File: src/rtl/count_dispatcher.sv
// Buffers count commands in a small FIFO and launches them one at a time to a downstream counter.
// Optional WAIT-state watchdog is compiled in when DISPATCH_TIMEOUT_EN is defined.
module count_dispatcher #(
    parameter int DEPTH          = 4,
    parameter int TIMEOUT_CYCLES = 1024
) (
    input  logic                       clk,
    input  logic                       rst_n,
    input  logic                       cmd_valid,
    output logic                       cmd_ready,
    input  logic [31:0]                cmd_count,
    output logic                       run,
    output logic [31:0]                in_count,
    input  logic                       done,
    output logic                       busy,
    output logic [$clog2(DEPTH):0]     fifo_level,
    output logic [15:0]                jobs_done,
    output logic                       zero_err,
    output logic                       timeout_err
);

    localparam int AW = $clog2(DEPTH);
    localparam int LW = AW + 1;

    typedef enum logic [1:0] {
        IDLE,
        LAUNCH,
        WAIT
    } state_t;

    state_t state, state_next;
    logic   run_next, busy_next;

    logic [31:0]   mem [DEPTH];
    logic [AW-1:0] wr_ptr, rd_ptr;

    logic accept, push, pop, job_complete;

    generate
        if (DEPTH < 2 || (DEPTH & (DEPTH - 1)) != 0 || TIMEOUT_CYCLES < 2) begin : g_bad_param
            $error("count_dispatcher: DEPTH must be a power of two >= 2, TIMEOUT_CYCLES >= 2");
        end
    endgenerate

    assign cmd_ready    = (fifo_level != LW'(DEPTH));
    assign accept       = cmd_valid && cmd_ready;
    // Zero counts finish the handshake but never reach the FIFO.
    assign push         = accept && (cmd_count != '0);
    assign pop          = (state == IDLE) && (fifo_level != '0);
    assign job_complete = (state == WAIT) && done;

`ifdef DISPATCH_TIMEOUT_EN
    localparam int TW = $clog2(TIMEOUT_CYCLES);
    logic [TW-1:0] timer;
    logic          timeout_hit;

    assign timeout_hit = (state == WAIT) && !done && (timer == TW'(TIMEOUT_CYCLES - 1));

    always_ff @(posedge clk) begin
        if (!rst_n) begin
            timer       <= '0;
            timeout_err <= 1'b0;
        end else begin
            if (state == LAUNCH) begin
                timer <= '0;
            end else if (state == WAIT && !done) begin
                timer <= timer + TW'(1);
            end
            if (timeout_hit) begin
                timeout_err <= 1'b1;
            end
        end
    end
`else
    logic timeout_hit;
    assign timeout_hit = 1'b0;
    assign timeout_err = 1'b0;
`endif

    always_ff @(posedge clk) begin
        if (!rst_n) begin
            wr_ptr     <= '0;
            rd_ptr     <= '0;
            fifo_level <= '0;
        end else begin
            if (push) begin
                wr_ptr <= wr_ptr + AW'(1);
            end
            if (pop) begin
                rd_ptr <= rd_ptr + AW'(1);
            end
            if (push && !pop) begin
                fifo_level <= fifo_level + LW'(1);
            end else if (pop && !push) begin
                fifo_level <= fifo_level - LW'(1);
            end
        end
    end

    always_ff @(posedge clk) begin
        if (push) begin
            mem[wr_ptr] <= cmd_count;
        end
    end

    always_ff @(posedge clk) begin
        if (!rst_n) begin
            state     <= IDLE;
            run       <= 1'b0;
            busy      <= 1'b0;
            in_count  <= '0;
            jobs_done <= '0;
            zero_err  <= 1'b0;
        end else begin
            state <= state_next;
            run   <= run_next;
            busy  <= busy_next;
            if (pop) begin
                in_count <= mem[rd_ptr];
            end
            if (job_complete) begin
                jobs_done <= jobs_done + 16'd1;
            end
            if (accept && cmd_count == '0) begin
                zero_err <= 1'b1;
            end
        end
    end

    always_comb begin
        state_next = state;
        unique case (state)
            IDLE:    if (fifo_level != '0) state_next = LAUNCH;
            LAUNCH:  state_next = WAIT;
            WAIT:    if (done || timeout_hit) state_next = IDLE;
            default: state_next = IDLE;
        endcase
    end

    // Outputs are registered, so they are decoded from the upcoming state.
    always_comb begin
        run_next  = (state_next == LAUNCH);
        busy_next = (state_next != IDLE);
    end

endmodule

File: config.mk
export PLATFORM = sky130hd
export DESIGN_NAME = count_dispatcher
export DESIGN_NICKNAME = d
export VERILOG_FILES = /design/src/rtl/count_dispatcher.sv
export SDC_FILE = /design/constraint.sdc
export NUM_CORES = 1
export LEC_CHECK = 0
export BUFFER_PORTS_ARGS = -buffer_cell sky130_fd_sc_hd__buf_4
export CAP_MARGIN = 15
export CORE_ASPECT_RATIO = 1.25
export CORE_MARGIN = 8
export CORE_UTILIZATION = 50
export CTS_BUF_LIST = sky130_fd_sc_hd__clkbuf_4 sky130_fd_sc_hd__clkbuf_8 sky130_fd_sc_hd__clkbuf_16
export DETAILED_ROUTE_END_ITERATION = 8
export HOLD_SLACK_MARGIN = 0.15
export PLACE_DENSITY = 0.71
export RECOVER_POWER = 100
export SETUP_SLACK_MARGIN = 0.2
export SLEW_MARGIN = 0
export SYNTH_ARGS = -nofsm -noshare
export SYNTH_HDL_FRONTEND = slang
export SYNTH_SLANG_ARGS = --single-unit
File: constraint.sdc
create_clock -name clk -period 3.8 [get_ports clk]
set_input_delay 0.38 -clock clk [delete_from_list [all_inputs] [get_ports clk]]
set_output_delay 0.38 -clock clk [all_outputs]
set_load 0.02 [all_outputs]
After elaboration in Yosys (flattened, before gate mapping)

Memory sizes are Yosys's and may differ from the RTL's. A register that Yosys moved wholly into a read port is not among the register bits.
Cells that the tools add are included.

Register bits: 28
RAM bits: 128
Input bits: 36
Output and inout port bits: 56
Logic and storage cells: 41
Memories kept: 1

Add/subtract/negate cells: 5
Equality and inequality tests: 4
Multiplexer cells: 7
Reduce and logical (&&, ||, !) cells: 16

Memories:

| name | depth | width | rd ports | clocked after memory_dff | write ports | RTL line | source |
|---|---|---|---|---|---|---|---|
| mem  | 4     | 32    | 1        | 1                        | 1           | 34       | `logic [31:0] mem [DEPTH];` |

Operators with widths:

| cell                                                                   | number |
|---|---|
| 32-bit zero test                                                       | 1 |
| 32-bit nonzero test                                                    | 1 |
| 16-bit by 1-bit adder with 16-bit output (second input constant)       | 1 |
| 1-bit logical AND                                                      | 7 |
| 3-bit 2-to-1 mux                                                       | 2 |
| 2-bit case mux with 3 select lines                                     | 1 |
| 2-bit by 1-bit adder with 2-bit output (second input constant)         | 2 |
| 2-bit by 1-bit equality test with 1-bit output (second input constant) | 2 |
| 2-bit 2-to-1 mux                                                       | 2 |
| 2-bit nonzero test                                                     | 2 |
| 3-bit by 1-bit adder with 3-bit output (second input constant)         | 1 |
| 1-bit zero test                                                        | 3 |
| 3-bit inequality test (second input constant)                          | 1 |
| 3-bit nonzero test                                                     | 1 |
| 3-bit by 1-bit subtractor with 3-bit output (second input constant)    | 1 |
| 2-bit equality test (second input constant)                            | 1 |
| 2-bit zero test                                                        | 1 |
| 1-bit 2-to-1 mux                                                       | 2 |

Logic depth before layout (Yosys ltp)

Gate-level depths: netlist of the first run.

Depth in word-level cells: 7
Mapped depth: 10
Gate-level depth less buffers: 9

Least setup slack after synthesis of the first run

OpenSTA, ideal clock, no wires.

Path kind: reg2reg
Start point: register fifo_level[0]
End point: register fifo_level[2]
Library setup time: 0.070 ns
Arrival: 2.417 ns
Required time: 3.730 ns
Path slack: 1.313 ns
Cell stages (with the launch flop): 11
Buffers on the path: 1
Clock period less this slack: 2.487 ns
Cells stage by stage: dfxtp_1 > nor3_1 > nor3_2 > inv_2 > clkbuf_1 > ha_1 > inv_1 > fa_1 > xor2_1 > or3_1 > a21oi_1

Cells in the longest elaborated chain, start to end: 6
Elaborated cells on any way between the ends: 14
Classes of those cells: 2 x add/sub; 1 x eq/ne; 2 x mux; 9 x reduce/logical

RTL lines:

| item                                                                                | RTL line | source |
|---|---|---|
| start, declared                                                                     | 16       | `output logic [$clog2(DEPTH):0] fifo_level,` |
| start signal, assigned                                                              | 93       | `fifo_level <= fifo_level + LW'(1);` |
| start signal, assigned                                                              | 95       | `fifo_level <= fifo_level - LW'(1);` |
| branches (longest 6 deep; another with 3-bit by 1-bit subtractor with 3-bit output) | n/a      |  |

Several ways; the timed one is not identified. The select of a mux whose other input is x is not followed.
A chain may end at the register's enable or synchronous reset.

Final worst setup path of the first run

Start point: input port cmd_count[1]
End point: memory mem[2][12], enable pin

Cells in the longest elaborated chain, start to end: 4

RTL lines:

| item                                   | RTL line | source |
|---|---|---|
| start, declared                        | 11       | `input logic [31:0] cmd_count,` |
| 32-bit nonzero test                    | 48       | `assign push = accept && (cmd_count != '0);` |
| 1-bit logical AND                      | 48       |  |
| net push                               | 37       | `logic accept, push, pop, job_complete;` |
| 1-bit 2-to-1 mux                       | 101      | `if (push) begin` |
| 1-bit 2-to-1 mux (not written as such) | 102      | `mem[wr_ptr] <= cmd_count;` |
| end, declared                          | 34       |  |

The timed path passes the listed nets, and every way through them passes these cells.

==> metrics.txt, run 1 <==
# TYPE chip_impl_metric gauge
chip_impl_metric{name="timing_hold_violations_final",unit=""} 0
chip_impl_metric{name="grt_start_max_net_pins",unit=""} 59
chip_impl_info{name="cp_capture_type",value="flip-flop"} 1
chip_impl_metric{name="die_area",unit="µm²"} 18200
chip_impl_metric{name="synth_async_sr_flop_share",unit="%"} 0
chip_impl_metric{name="avgViaCountPerCell",unit=""} 5.58
chip_impl_metric{name="fmaxAchievable",unit="MHz"} 308
chip_impl_metric{name="synthesis.area",unit="µm²"} 7060
chip_impl_metric{name="layout-drive-gt1-share",unit="%"} 13.2
chip_impl_metric{name="layout.cells.non_filler",unit=""} 749
chip_impl_metric{name="finalCritPeriodShare",unit="%"} 85.4
chip_impl_metric{name="detail_route.wirelength",unit="µm"} 14400
chip_impl_metric{name="syn_area_cell",unit="µm²"} 15.3
chip_impl_metric{name="global_route.overflow_total",unit=""} 0
chip_impl_metric{name="synthToLayoutAreaGrowth",unit="%"} 16.8
chip_impl_metric{name="synthesis.yosys.warnings",unit=""} 0
chip_impl_metric{name="vdd.ir_drop.worst",unit="µV"} 421
chip_impl_metric{name="timing.critical_path.required",unit="ns"} 3.90
chip_impl_metric{name="max-cap-violations",unit=""} 1
chip_impl_metric{name="detail-route-antenna-nets",unit=""} 0
chip_impl_metric{name="cts_htree_levels",unit=""} 4
chip_impl_metric{name="wl_per_cell",unit="µm"} 19.2
chip_impl_metric{name="worst_setup_hold_path_clk_slew",unit="ns"} 0.06
chip_impl_metric{name="initial_utilization",unit="%"} 51.1
chip_impl_metric{name="seq_area_frac_synth",unit="%"} 71.4
chip_impl_metric{name="clk_latency",unit="ns"} 0.43
chip_impl_metric{name="post-route-drc-count",unit=""} 0
chip_impl_metric{name="post-route-min-period",unit="ns"} 3.24
chip_impl_metric{name="port-buffer-count",unit=""} 90
chip_impl_metric{name="antenna_found_initial",unit=""} 0
chip_impl_metric{name="numCtsBuffers",unit=""} 17
chip_impl_metric{name="die_w",unit="µm"} 122
chip_impl_metric{name="timing.critical_path.arrival",unit="ns"} 3.35
chip_impl_metric{name="worst-slew-pin-transition",unit="ns"} 2.02
chip_impl_metric{name="setup_violations",unit=""} 0
chip_impl_metric{name="grt_usage",unit="%"} 16.7
chip_impl_metric{name="cellPowerDensity",unit="nW/µm²"} 716
chip_impl_info{name="setup_repair_after_global_routing_missed_its_margin",value="no"} 1
chip_impl_metric{name="numPlacedInstances",unit=""} 712
chip_impl_metric{name="num_rows",unit=""} 48
chip_impl_metric{name="starting_drt_drc_count",unit=""} 264
chip_impl_info{name="critical_path.startpoint_type",value="primary input"} 1
chip_impl_metric{name="numClockSinks",unit=""} 188
chip_impl_metric{name="edff_count_synth",unit=""} 128
chip_impl_metric{name="global_route_wire_length_before_repair",unit="µm"} 23000
chip_impl_metric{name="grt_pass1_vias",unit=""} 4329
chip_impl_metric{name="synthesis.instances",unit=""} 461
chip_impl_metric{name="post-place-ws",unit="ns"} 0.957
chip_impl_metric{name="area_used_by_multi_input_combinational_logic",unit="µm²"} 1910
chip_impl_metric{name="first_pass_iters",unit=""} 4
chip_impl_info{name="postSynth.topFlopCell",value="sky130_fd_sc_hd__edfxtp_1"} 1
chip_impl_info{name="type_of_the_worst_setup_path",value="primary input to flip-flop"} 1
chip_impl_metric{name="finalSetupTns",unit="ns"} 0
chip_impl_info{name="violations",value="max-capacitance violations, max-slew violations"} 1
chip_impl_info{name="tritoncts",value="built"} 1
chip_impl_metric{name="ctsHoldBuffers",unit=""} 5
chip_impl_metric{name="pin_count",unit=""} 92
chip_impl_metric{name="detailroute.via_count",unit=""} 4181
chip_impl_metric{name="relSlewSlack",unit="%"} -34.8
chip_impl_metric{name="clk_path_buf_depth",unit=""} 2
chip_impl_metric{name="hpwlAfterDp",unit="µm"} 9220
chip_impl_metric{name="drv_slew",unit=""} 59
chip_impl_info{name="worstHoldPathType",value="primary input to flip-flop"} 1
chip_impl_metric{name="p_leak",unit="µW"} 0.00270
chip_impl_info{name="clock-root-buffer",value="sky130_fd_sc_hd__clkbuf_16"} 1
chip_impl_metric{name="worstPathMaxFanout",unit=""} 17
chip_impl_metric{name="synth-seq-cells",unit=""} 188
chip_impl_metric{name="layout.area.seq",unit="µm²"} 5040
chip_impl_metric{name="core_area",unit="µm²"} 13800
chip_impl_metric{name="antenna-diode-count",unit=""} 0
chip_impl_metric{name="filler_cell_count",unit=""} 1151
chip_impl_metric{name="yosys.cell_types.count",unit=""} 39
chip_impl_metric{name="finalNetCount",unit=""} 604
chip_impl_metric{name="fin_skew",unit="ns"} 0.00587
chip_impl_info{name="run_status",value="complete, but fails checks"} 1
chip_impl_metric{name="count_of_buffers_added_by_post_cts_timing_repair_for_setup",unit=""} 0
chip_impl_metric{name="place.gp.congestion",unit=""} 0.821
chip_impl_metric{name="post-route-worst-setup-slack",unit="ns"} 0.556
chip_impl_metric{name="fp.dieH",unit="µm"} 149
chip_impl_metric{name="post_syn_nets",unit=""} 504
chip_impl_metric{name="cts_resized",unit=""} 0
-- routing by layer --
layer / vias up / global-route usage [%] / share of wire [%]
li1: 1937 / - / -
met1: 2111 / 19.9 / 42
met2: 113 / 27.6 / 50
met3: 20 / 5.23 / 6.0
met4: 0 / 6.60 / 2.0
met5: - / 0 / 0
-- cell type report --
class	count	share of cell area, %
well taps	175	2.65
repair buffers	104	5.43
clock inverters	12	2.05
multi-input cells	245	23.1
clock buffers	20	5.43
flip-flops and latches	188	61.1
inverters	5	0.227
-- Yosys cell counts (2+ instances only) --
library cell / count / area, µm²
sky130_fd_sc_hd__buf_4: 2 / 15.0
sky130_fd_sc_hd__or4_1: 3 / 22.5
sky130_fd_sc_hd__and2_1: 4 / 25.0
sky130_fd_sc_hd__nand4b_1: 2 / 17.5
sky130_fd_sc_hd__mux2i_1: 5 / 50.1
sky130_fd_sc_hd__o21ai_0: 3 / 15.0
sky130_fd_sc_hd__clkbuf_1: 15 / 56.3
sky130_fd_sc_hd__ha_1: 6 / 75.1
sky130_fd_sc_hd__inv_1: 4 / 15.0
sky130_fd_sc_hd__nor4_1: 10 / 62.6
sky130_fd_sc_hd__nand4_1: 4 / 25.0
sky130_fd_sc_hd__buf_2: 5 / 25.0
sky130_fd_sc_hd__xnor2_1: 6 / 52.6
sky130_fd_sc_hd__o31ai_1: 3 / 22.5
sky130_fd_sc_hd__and4_1: 2 / 17.5
sky130_fd_sc_hd__edfxtp_1: 128 / 3840
sky130_fd_sc_hd__nor3_1: 3 / 15.0
sky130_fd_sc_hd__nor2_1: 20 / 75.1
sky130_fd_sc_hd__mux4_2: 32 / 721
sky130_fd_sc_hd__xor2_1: 8 / 70.1
sky130_fd_sc_hd__dfxtp_1: 60 / 1200
sky130_fd_sc_hd__or3_1: 3 / 18.8
sky130_fd_sc_hd__a21oi_1: 40 / 200
sky130_fd_sc_hd__nand3_1: 4 / 20.0
sky130_fd_sc_hd__nand2_1: 75 / 282
-- cells in the final DEF, fill, tap and decap left out, types with 4 or more instances in the layout --
cell type / instances
sky130_fd_sc_hd__a21oi_1: 40
sky130_fd_sc_hd__buf_4: 6
sky130_fd_sc_hd__bufinv_16: 4
sky130_fd_sc_hd__clkbuf_1: 90
sky130_fd_sc_hd__clkbuf_16: 17
sky130_fd_sc_hd__dfxtp_1: 60
sky130_fd_sc_hd__dlygate4sd3_1: 5
sky130_fd_sc_hd__edfxtp_1: 128
sky130_fd_sc_hd__ha_1: 6
sky130_fd_sc_hd__inv_1: 4
sky130_fd_sc_hd__mux2i_1: 5
sky130_fd_sc_hd__mux4_2: 32
sky130_fd_sc_hd__nand2_1: 75
sky130_fd_sc_hd__nand3_1: 4
sky130_fd_sc_hd__nand4_1: 4
sky130_fd_sc_hd__nor2_1: 20
sky130_fd_sc_hd__nor4_1: 10
sky130_fd_sc_hd__xnor2_1: 6
sky130_fd_sc_hd__xor2_1: 8
-- flip-flops by register name (all words and copies together) (netlist names) --
name,cells
wr_ptr,2
zero_err,1
run,1
in_count,32
jobs_done,16
rd_ptr,2
busy,1
mem,128
fifo_level,3
state,2
-- critical path, stage by stage --
cell and delay, ns:
sky130_fd_sc_hd__dlygate4sd3_1 0.53, sky130_fd_sc_hd__clkbuf_1 0.19, sky130_fd_sc_hd__nor4_1 0.13, sky130_fd_sc_hd__and4_1 0.24, sky130_fd_sc_hd__a21oi_1 0.47, sky130_fd_sc_hd__and2_0 0.97
sky130_fd_sc_hd__buf_4 0.43
-- logic make-up after synthesis --
group           synth area share, %
xor+xnor                       1.74
flops                          71.4
simple gates                   9.37
mux                            10.9
buf+inv                        1.68
fa+ha+maj                      1.35
compound gates                 3.49
other cells                  0.0531
-- metrics by stage --
| stage | hold WS (ns) | total power, µW | cell area [µm²] | util, % |
|---|---|---|---|---|
| after floorplan | 0.468 | 3690 | 7060 | - |
| after global placement | 0.444 | 4260 | 7930 | 57.4 |
| after detailed placement | 0.449 | 4300 | 7930 | 57.4 |
| after CTS | 0.151 | 6140 | 8600 | 62.3 |
| after global routing | 0.252 | 6210 | 8250 | 59.8 |
| final | 0.231 | 5910 | 8250 | 59.8 |
-- final timing paths --
check                              startpoint            to  slack (ns)  cells after the start
worst max-delay path             cmd_count[1]    mem[2][12]        0.56                      7
worst min-delay path                cmd_valid      zero_err        0.23                      3
worst max register to register  fifo_level[0]    mem[2][12]        0.89                      5
worst min register to register   in_count[18]  in_count[18]        0.45                      2
-- power by group --
part	total (µW)	leakage, µW	switching (µW)	internal [µW]
registers	2700	0.00166	195	2500
clock network	1830	0.000298	716	1120
logic	1380	0.000738	870	513
total	5910	0.00270	1780	4130
Note: power is estimated with default switching activity, not from simulation.
==> inputs of run 2 (changes only) <==
- PLACE_DENSITY: 0.71 -> unset
- PLACE_DENSITY_LB_ADDON: unset -> 0.3
==> run 2 against run 1 <==
Effect of this change:
- the run still ends with max-capacitance violations, max-slew violations left
- cell count grew 2.4%
- power up 0.84%
- clock power about the same
- sequential share of layout area decreased by 1.4 points
- largest cell class unchanged
- clock skew up 0.0010 ns
- register-to-register slack improved by 0.10 ns
- die area did not move
- sequential power is 2% lower
- critical path depth is the same
- final area grew 2.4%
==> metrics.txt, run 2 (synthesis results as in run 1) <==
# TYPE chip_impl_metric gauge
chip_impl_metric{name="hpwlAfterDp",unit="µm"} 9600
chip_impl_metric{name="worstPathMaxFanout",unit=""} 20
chip_impl_info{name="run_status",value="complete, but fails checks"} 1
chip_impl_metric{name="synthToLayoutAreaGrowth",unit="%"} 19.7
chip_impl_info{name="worst_path_dominant_cell_family",value="simple AND/OR/NAND/NOR gates"} 1
chip_impl_metric{name="fin_skew",unit="ns"} 0.00691
chip_impl_metric{name="r2r.worst_path.cells",unit=""} 5
chip_impl_metric{name="fp.dieH",unit="µm"} 149
chip_impl_metric{name="post-route-worst-setup-slack",unit="ns"} 0.629
chip_impl_metric{name="port-buffer-count",unit=""} 90
chip_impl_metric{name="grt_use_met1",unit="%"} 19.6
chip_impl_metric{name="post-route-min-period",unit="ns"} 3.17
chip_impl_metric{name="timing.critical_path.arrival",unit="ns"} 3.28
chip_impl_metric{name="drv_slew",unit=""} 59
chip_impl_metric{name="antenna-diode-count",unit=""} 0
chip_impl_info{name="clock-root-buffer",value="sky130_fd_sc_hd__clkbuf_16"} 1
chip_impl_metric{name="post-place-ws",unit="ns"} 1.06
chip_impl_metric{name="worst-slew-pin-transition",unit="ns"} 1.88
chip_impl_info{name="cp_capture_type",value="flip-flop"} 1
chip_impl_info{name="worstHoldPathType",value="primary input to flip-flop"} 1
chip_impl_metric{name="global_route_wire_length_before_repair",unit="µm"} 23500
chip_impl_metric{name="starting_drt_drc_count",unit=""} 192
chip_impl_metric{name="worst_path_largest_cell_delay",unit="ns"} 0.85
chip_impl_metric{name="clk_latency",unit="ns"} 0.43
chip_impl_metric{name="timing.critical_path.required",unit="ns"} 3.91
chip_impl_info{name="regToRegStartpoint",value="fifo_level[1]"} 1
chip_impl_metric{name="max-cap-violations",unit=""} 1
chip_impl_metric{name="antenna_found_initial",unit=""} 0
chip_impl_metric{name="finalNetCount",unit=""} 622
chip_impl_info{name="mostFrequentLayoutCell",value="sky130_fd_sc_hd__edfxtp_1"} 1
chip_impl_metric{name="numCtsBuffers",unit=""} 17
chip_impl_metric{name="max_reg_flops",unit=""} 128
chip_impl_info{name="largest_register",value="mem"} 1
chip_impl_info{name="layout_common_cells",value="sky130_fd_sc_hd__edfxtp_1, sky130_fd_sc_hd__clkbuf_1, sky130_fd_sc_hd__nand2_1, sky130_fd_sc_hd__dfxtp_1, sky130_fd_sc_hd__a21oi_1"} 1
chip_impl_info{name="gr-max-usage-layer",value="met2"} 1
chip_impl_metric{name="post-route-util",unit="%"} 61.2
chip_impl_info{name="type_of_the_worst_setup_path",value="primary input to flip-flop"} 1
chip_impl_metric{name="count_of_buffers_added_by_post_cts_timing_repair_for_setup",unit=""} 0
chip_impl_metric{name="cellPowerDensity",unit="nW/µm²"} 705
chip_impl_metric{name="critical_path_buf_inv_count",unit=""} 3
chip_impl_metric{name="cts_htree_levels",unit=""} 4
chip_impl_info{name="setup_repair_after_global_routing_missed_its_margin",value="no"} 1
chip_impl_metric{name="avgViaCountPerCell",unit=""} 5.56
chip_impl_metric{name="whs_path_depth",unit=""} 3
chip_impl_metric{name="global_route.overflow_total",unit=""} 0
chip_impl_metric{name="clk_path_buf_depth",unit=""} 2
chip_impl_info{name="hold_path.startpoint",value="cmd_valid"} 1
chip_impl_metric{name="detail_route.wirelength",unit="µm"} 15000
chip_impl_metric{name="vdd.ir_drop.worst",unit="µV"} 370
chip_impl_metric{name="p_total",unit="µW"} 5960
chip_impl_metric{name="detailroute.via_count",unit=""} 4263
chip_impl_info{name="reg_to_reg_end",value="mem[3][19]"} 1
chip_impl_metric{name="die_area",unit="µm²"} 18200
chip_impl_metric{name="finalSetupTns",unit="ns"} 0
chip_impl_metric{name="numClockSinks",unit=""} 188
chip_impl_metric{name="reg2reg_slack",unit="ns"} 0.99
chip_impl_metric{name="gr-usage-met2",unit="%"} 29.3
chip_impl_metric{name="place.gp.congestion",unit=""} 0.771
chip_impl_metric{name="post-route-drc-count",unit=""} 0
chip_impl_metric{name="fin_worst_hold_slack",unit="ns"} 0.249
chip_impl_metric{name="grt_usage",unit="%"} 17.1
chip_impl_metric{name="finalCritPeriodShare",unit="%"} 83.4
chip_impl_info{name="violations",value="max-capacitance violations, max-slew violations"} 1
chip_impl_metric{name="initial_utilization",unit="%"} 51.1
chip_impl_metric{name="relSlewSlack",unit="%"} -25.4
chip_impl_info{name="min_to",value="zero_err"} 1
chip_impl_info{name="crit_slowest_cell",value="sky130_fd_sc_hd__and2_0"} 1
chip_impl_info{name="critical_path.startpoint_type",value="primary input"} 1
chip_impl_metric{name="grt_start_max_net_pins",unit=""} 59
chip_impl_metric{name="critical_path_cell_count",unit=""} 7
chip_impl_metric{name="pin_count",unit=""} 92
chip_impl_metric{name="grt_pass1_vias",unit=""} 4507
chip_impl_metric{name="die_w",unit="µm"} 122
chip_impl_metric{name="setup_violations",unit=""} 0
chip_impl_metric{name="num_rows",unit=""} 48
chip_impl_metric{name="timing_hold_violations_final",unit=""} 0
chip_impl_metric{name="first_pass_iters",unit=""} 4
chip_impl_metric{name="p_leak",unit="µW"} 0.00278
chip_impl_metric{name="layout-drive-gt1-share",unit="%"} 13.3
chip_impl_info{name="biggestRegsByFlops",value="mem x128, in_count x32, jobs_done x16"} 1
chip_impl_info{name="tritoncts",value="built"} 1
chip_impl_metric{name="gr-usage-met3",unit="%"} 5.15
chip_impl_metric{name="worst_setup_hold_path_clk_slew",unit="ns"} 0.06
chip_impl_metric{name="core_area",unit="µm²"} 13800
chip_impl_metric{name="fmaxAchievable",unit="MHz"} 315
chip_impl_info{name="worstPathCellList",value="dlygate4sd3_1 > clkbuf_1 > nor4_1 > and4_1 > a21oi_1 > and2_0 > buf_4"} 1
chip_impl_metric{name="detail-route-antenna-nets",unit=""} 0
chip_impl_metric{name="wl_per_cell",unit="µm"} 19.5
-- run 2: how the worst max path moves through the flow --
stage / from / endpoint / slack, ns
2_1_floorplan: fifo_level[0] / fifo_level[2] / 1.31
3_3_place_gp: cmd_count[1] / mem[1][21] / 1.16
3_5_place_dp: cmd_count[1] / mem[2][27] / 1.06
4_1_cts: cmd_count[1] / fifo_level[1] / 0.94
5_1_grt: cmd_count[3] / mem[3][18] / 0.40
6_report: cmd_count[2] / mem[3][19] / 0.63
-- run 2: per-layer routing --
metal	vias up	wire, µm
li1	1972	-
met1	2148	6170
met2	120	7710
met3	23	853
met4	0	242
met5	-	0
-- run 2: what timing repair did --
item                                    4_1_cts  5_1_grt
endpoints found under the setup margin        0        0
hold buffers                                 22        2
endpoints found under the hold margin        84        2
resized for setup                             0        0
-- run 2: metrics by stage --
| step | std cells | area [µm²] |
|---|---|---|
| final | 767 | 8450 |
| after detailed placement | 711 | 7930 |
| after global routing | 767 | 8450 |
| after global placement | 711 | 7930 |
| after floorplan | 461 | 7060 |
| after CTS | 765 | 8770 |
-- run 2: report_power, final --
part	total [µW]	internal, µW	switching (µW)	leakage (µW)
Clock	1850	1110	741	0.000294
Sequential	2650	2500	155	0.00166
Combinational	1460	529	928	0.000820
Total	5960	4140	1820	0.00278
-- run 2: area by class of cell --
class,instances,area [µm²]
fill,1088,5360
sequential,188,5040
multi-input combinational,245,1910
timing repair buffer,122,641
clock buffer,18,433
tap,175,219
clock inverter,14,190
inverter,5,18.8
-- run 2: worst min-delay path: stages --
cell	delay (ns)
sky130_fd_sc_hd__buf_4	0.09
sky130_fd_sc_hd__a41oi_1	0.08
sky130_fd_sc_hd__nor2_1	0.08
==> inputs of run 3 (changes only) <==
- ABC_AREA: unset -> 1
- clock period: 3.8 -> 3.1 ns (I/O delays scaled with it)
==> run 3 against run 2 <==
Effect of this change:
- the run still ends with max-capacitance violations, max-slew violations left
- highest routed layer unchanged
- power increased by 27%
- critical endpoint is now in_count[8]
- synthesized area rose by 4.4%
- final area rose by 3.3%
- register-to-register slack got worse by 0.57 ns
- synthesized cell count up 48%
- sequential share of layout area shrank 1.9 points
==> metrics.txt, run 3 <==
# TYPE chip_impl_metric gauge
chip_impl_metric{name="r2r.worst_path.cells",unit=""} 6
chip_impl_info{name="mostFrequentLayoutCell",value="sky130_fd_sc_hd__nor2_1"} 1
chip_impl_metric{name="starting_drt_drc_count",unit=""} 311
chip_impl_info{name="netlist_top_cells_area",value="sky130_fd_sc_hd__edfxtp_1, sky130_fd_sc_hd__dfxtp_1, sky130_fd_sc_hd__nor2_1"} 1
chip_impl_info{name="largest_register",value="mem"} 1
chip_impl_metric{name="clk_latency",unit="ns"} 0.42
chip_impl_info{name="tritoncts",value="built"} 1
chip_impl_metric{name="die_area",unit="µm²"} 18900
chip_impl_metric{name="edff_count_synth",unit=""} 128
chip_impl_info{name="biggestRegsByFlops",value="mem x128, in_count x32, jobs_done x16"} 1
chip_impl_metric{name="antenna-diode-count",unit=""} 0
chip_impl_info{name="synth.most_common_cell",value="sky130_fd_sc_hd__nor2_1"} 1
chip_impl_info{name="reg_to_reg_end",value="in_count[8]"} 1
chip_impl_metric{name="finalSetupTns",unit="ns"} 0
chip_impl_metric{name="place.gp.congestion",unit=""} 0.813
chip_impl_metric{name="share_comb_of_total_power",unit="%"} 29.4
chip_impl_metric{name="global_route_wire_length_before_repair",unit="µm"} 27300
chip_impl_metric{name="synth-seq-cells",unit=""} 188
chip_impl_metric{name="syn_area_cell",unit="µm²"} 10.8
chip_impl_metric{name="compound_gate_portion_of_the_synthesized_area",unit="%"} 11.4
chip_impl_metric{name="postPlaceCellArea",unit="µm²"} 8240
chip_impl_info{name="regToRegStartpoint",value="fifo_level[0]"} 1
chip_impl_metric{name="synth_top_area_share",unit="%"} 52.1
chip_impl_metric{name="seq_area_frac_synth",unit="%"} 68.4
chip_impl_metric{name="port-buffer-count",unit=""} 90
chip_impl_metric{name="pin_count",unit=""} 92
chip_impl_metric{name="synthesis.yosys.warnings",unit=""} 0
chip_impl_info{name="critical_path.startpoint_type",value="flip-flop"} 1
chip_impl_metric{name="synthMuxAreaShare",unit="%"} 0
chip_impl_metric{name="grt_usage",unit="%"} 18.2
chip_impl_metric{name="worstPathMaxFanout",unit=""} 36
chip_impl_metric{name="num_rows",unit=""} 49
chip_impl_info{name="type_of_the_worst_setup_path",value="flip-flop to flip-flop"} 1
chip_impl_metric{name="cellPowerDensity",unit="nW/µm²"} 865
chip_impl_metric{name="initial_utilization",unit="%"} 51.2
chip_impl_metric{name="power.share.sequential",unit="%"} 42.9
chip_impl_metric{name="worst-slew-pin-transition",unit="ns"} 2.03
chip_impl_metric{name="power_switching",unit="µW"} 2640
chip_impl_metric{name="reg2reg_slack",unit="ns"} 0.42
chip_impl_info{name="synth_top_area_cell",value="sky130_fd_sc_hd__edfxtp_1"} 1
chip_impl_metric{name="grt_start_max_net_pins",unit=""} 66
chip_impl_metric{name="fin_skew",unit="ns"} 0.00695
chip_impl_metric{name="max-cap-violations",unit=""} 1
chip_impl_info{name="setup_repair_after_global_routing_missed_its_margin",value="no"} 1
chip_impl_metric{name="hpwlAfterDp",unit="µm"} 10200
chip_impl_metric{name="detail-route-antenna-nets",unit=""} 0
chip_impl_metric{name="clk_path_buf_depth",unit=""} 2
chip_impl_metric{name="relSlewSlack",unit="%"} -35.4
chip_impl_metric{name="synthesis.area",unit="µm²"} 7370
chip_impl_metric{name="yosys.cell_types.count",unit=""} 36
chip_impl_metric{name="grt_pass1_vias",unit=""} 5447
chip_impl_info{name="min_to",value="state[1]"} 1
chip_impl_metric{name="power.clock.fraction",unit="%"} 27.8
chip_impl_metric{name="synth_async_sr_flop_share",unit="%"} 0
chip_impl_metric{name="yosys.area_share.adder",unit="%"} 1.29
chip_impl_metric{name="setup_violations",unit=""} 0
chip_impl_metric{name="wl_per_cell",unit="µm"} 17.1
chip_impl_info{name="top_cell_types_by_occurrence_after_synthesis",value="sky130_fd_sc_hd__nor2_1, sky130_fd_sc_hd__edfxtp_1, sky130_fd_sc_hd__o21ai_0, sky130_fd_sc_hd__dfxtp_1, sky130_fd_sc_hd__nand2_1"} 1
chip_impl_metric{name="internal_power",unit="µW"} 4910
chip_impl_metric{name="post-route-drc-count",unit=""} 0
chip_impl_info{name="violations",value="max-capacitance violations, max-slew violations"} 1
chip_impl_metric{name="detail_route.wirelength",unit="µm"} 17000
chip_impl_metric{name="avgViaCountPerCell",unit=""} 5.38
chip_impl_info{name="worstHoldPathType",value="primary input to flip-flop"} 1
chip_impl_metric{name="vdd.ir_drop.worst",unit="µV"} 486
chip_impl_metric{name="antenna_found_initial",unit=""} 0
chip_impl_metric{name="synthSimpleGateAreaFrac",unit="%"} 14.3
chip_impl_info{name="synth_top_family_by_area",value="simple AND/OR/NAND/NOR gates"} 1
chip_impl_metric{name="layout-drive-gt1-share",unit="%"} 6.99
chip_impl_metric{name="p_total",unit="µW"} 7550
chip_impl_metric{name="detailroute.via_count",unit=""} 5349
chip_impl_info{name="postSynth.topFlopCell",value="sky130_fd_sc_hd__edfxtp_1"} 1
chip_impl_metric{name="drv_slew",unit=""} 37
chip_impl_info{name="hold_path.startpoint",value="done"} 1
chip_impl_metric{name="fp.dieH",unit="µm"} 152
chip_impl_metric{name="first_pass_iters",unit=""} 5
chip_impl_metric{name="numClockSinks",unit=""} 188
chip_impl_metric{name="count_of_buffers_added_by_post_cts_timing_repair_for_setup",unit=""} 0
chip_impl_info{name="run_status",value="complete, but fails checks"} 1
chip_impl_metric{name="die_w",unit="µm"} 125
chip_impl_metric{name="finalNetCount",unit=""} 847
chip_impl_metric{name="global_route.overflow_total",unit=""} 0
chip_impl_metric{name="post_syn_nets",unit=""} 725
chip_impl_metric{name="p_sw_share",unit="%"} 34.9
chip_impl_metric{name="max_reg_flops",unit=""} 128
chip_impl_metric{name="post-route-min-period",unit="ns"} 2.68
chip_impl_metric{name="timing_hold_violations_final",unit=""} 0
chip_impl_info{name="layout_common_cells",value="sky130_fd_sc_hd__nor2_1, sky130_fd_sc_hd__edfxtp_1, sky130_fd_sc_hd__o21ai_0, sky130_fd_sc_hd__clkbuf_1, sky130_fd_sc_hd__dfxtp_1"} 1
chip_impl_metric{name="synthToLayoutAreaGrowth",unit="%"} 18.4
chip_impl_metric{name="timing.critical_path.required",unit="ns"} 3.45
chip_impl_metric{name="worst_setup_hold_path_clk_slew",unit="ns"} 0.06
chip_impl_info{name="clock-root-buffer",value="sky130_fd_sc_hd__clkbuf_16"} 1
chip_impl_metric{name="core_area",unit="µm²"} 14400
chip_impl_metric{name="finalCritPeriodShare",unit="%"} 86.4
chip_impl_metric{name="synthesis.instances",unit=""} 682
chip_impl_metric{name="p_leak",unit="µW"} 0.00311
chip_impl_metric{name="fmaxAchievable",unit="MHz"} 373
chip_impl_metric{name="synth_xor_area_share",unit="%"} 0.238
chip_impl_metric{name="cts_htree_levels",unit=""} 4
chip_impl_metric{name="whs_path_depth",unit=""} 4
chip_impl_metric{name="timing.critical_path.arrival",unit="ns"} 3.02
chip_impl_info{name="cp_capture_type",value="flip-flop"} 1
chip_impl_metric{name="design_area",unit="µm²"} 8730
chip_impl_metric{name="numCtsBuffers",unit=""} 17
[run 3: changes by cell type after synthesis, moves of 32 or more]
cell,before,now
sky130_fd_sc_hd__inv_1,4,38
sky130_fd_sc_hd__mux4_2,32,0
sky130_fd_sc_hd__o22ai_1,0,32
sky130_fd_sc_hd__o21ai_0,3,107
sky130_fd_sc_hd__nand2_1,75,39
sky130_fd_sc_hd__nor2_1,20,184
[run 3: repair_timing]
item | CTS | global route
hold buffers | 32 | 0
gates resized for setup | 0 | 0
endpoints found under the hold margin | 128 | 0
[run 3: kinds of logic after synthesis]
kind of cell,count (synthesis)
other,1
adder cells (fa/ha/maj),7
XOR/XNOR,2
flip-flops,188
buffers and inverters,75
AND/OR/NAND/NOR,250
AO/OA/AOI/OAI,159
[run 3: layout make-up]
cell class	instances	area, µm²
Fill cell	1191	5680
Sequential cell	188	5050
Multi-Input combinational cell	419	1980
Timing Repair Buffer	135	743
Clock buffer	20	454
Tap cell	178	223
Inverter	43	163
Clock inverter	11	119
[run 3: per-layer routing]
metal / vias to the layer above / GRT usage [%] / wire (µm)
li1: 2581 / - / -
met1: 2582 / 20.0 / 7050
met2: 163 / 33.5 / 8770
met3: 23 / 4.18 / 903
met4: 0 / 7.12 / 276
met5: - / 0 / 0
[run 3: power groups by stage]
stage / Sequential (µW) / Combinational (µW) / Clock [µW]
finish: 3240 / 2220 / 2100
global placement: 3270 / 2320 / 0
detailed placement: 3290 / 2380 / 0
global route: 3280 / 2490 / 2220
CTS: 3240 / 2430 / 2130
floorplan: 3490 / 1340 / 0
[run 3: through the flow]
step	util, %	std cells	setup WS [ns]	hold WS, ns
5_1_grt	60.6	994	0.244	0.223
4_1_cts	63.4	994	0.717	0.222
2_1_floorplan	-	682	0.0913	0.409
3_3_place_gp	57.2	931	0.922	0.490
6_report	60.6	994	0.421	0.210
3_5_place_dp	57.2	931	0.814	0.483
[run 3: worst max-delay path by stage]
stage / from / slack, ns / to / cells past startpoint
floorplan: fifo_level[0] / 0.09 / mem[0][0] / 6
global placement: cmd_count[23] / 0.92 / fifo_level[1] / 12
detailed placement: fifo_level[1] / 0.81 / fifo_level[2] / 11
CTS: cmd_count[23] / 0.72 / fifo_level[1] / 13
global route: fifo_level[0] / 0.24 / in_count[8] / 6
finish: fifo_level[0] / 0.42 / in_count[8] / 6
[run 3: worst max-delay path: stages (launching register included)]
cell	delay, ns
sky130_fd_sc_hd__dfxtp_1	0.36
sky130_fd_sc_hd__nor3_2	0.23
sky130_fd_sc_hd__nor3_4	0.05
sky130_fd_sc_hd__inv_1	0.08
sky130_fd_sc_hd__clkbuf_1	1.46
sky130_fd_sc_hd__nor2_1	0.17
sky130_fd_sc_hd__nor2_1	0.23
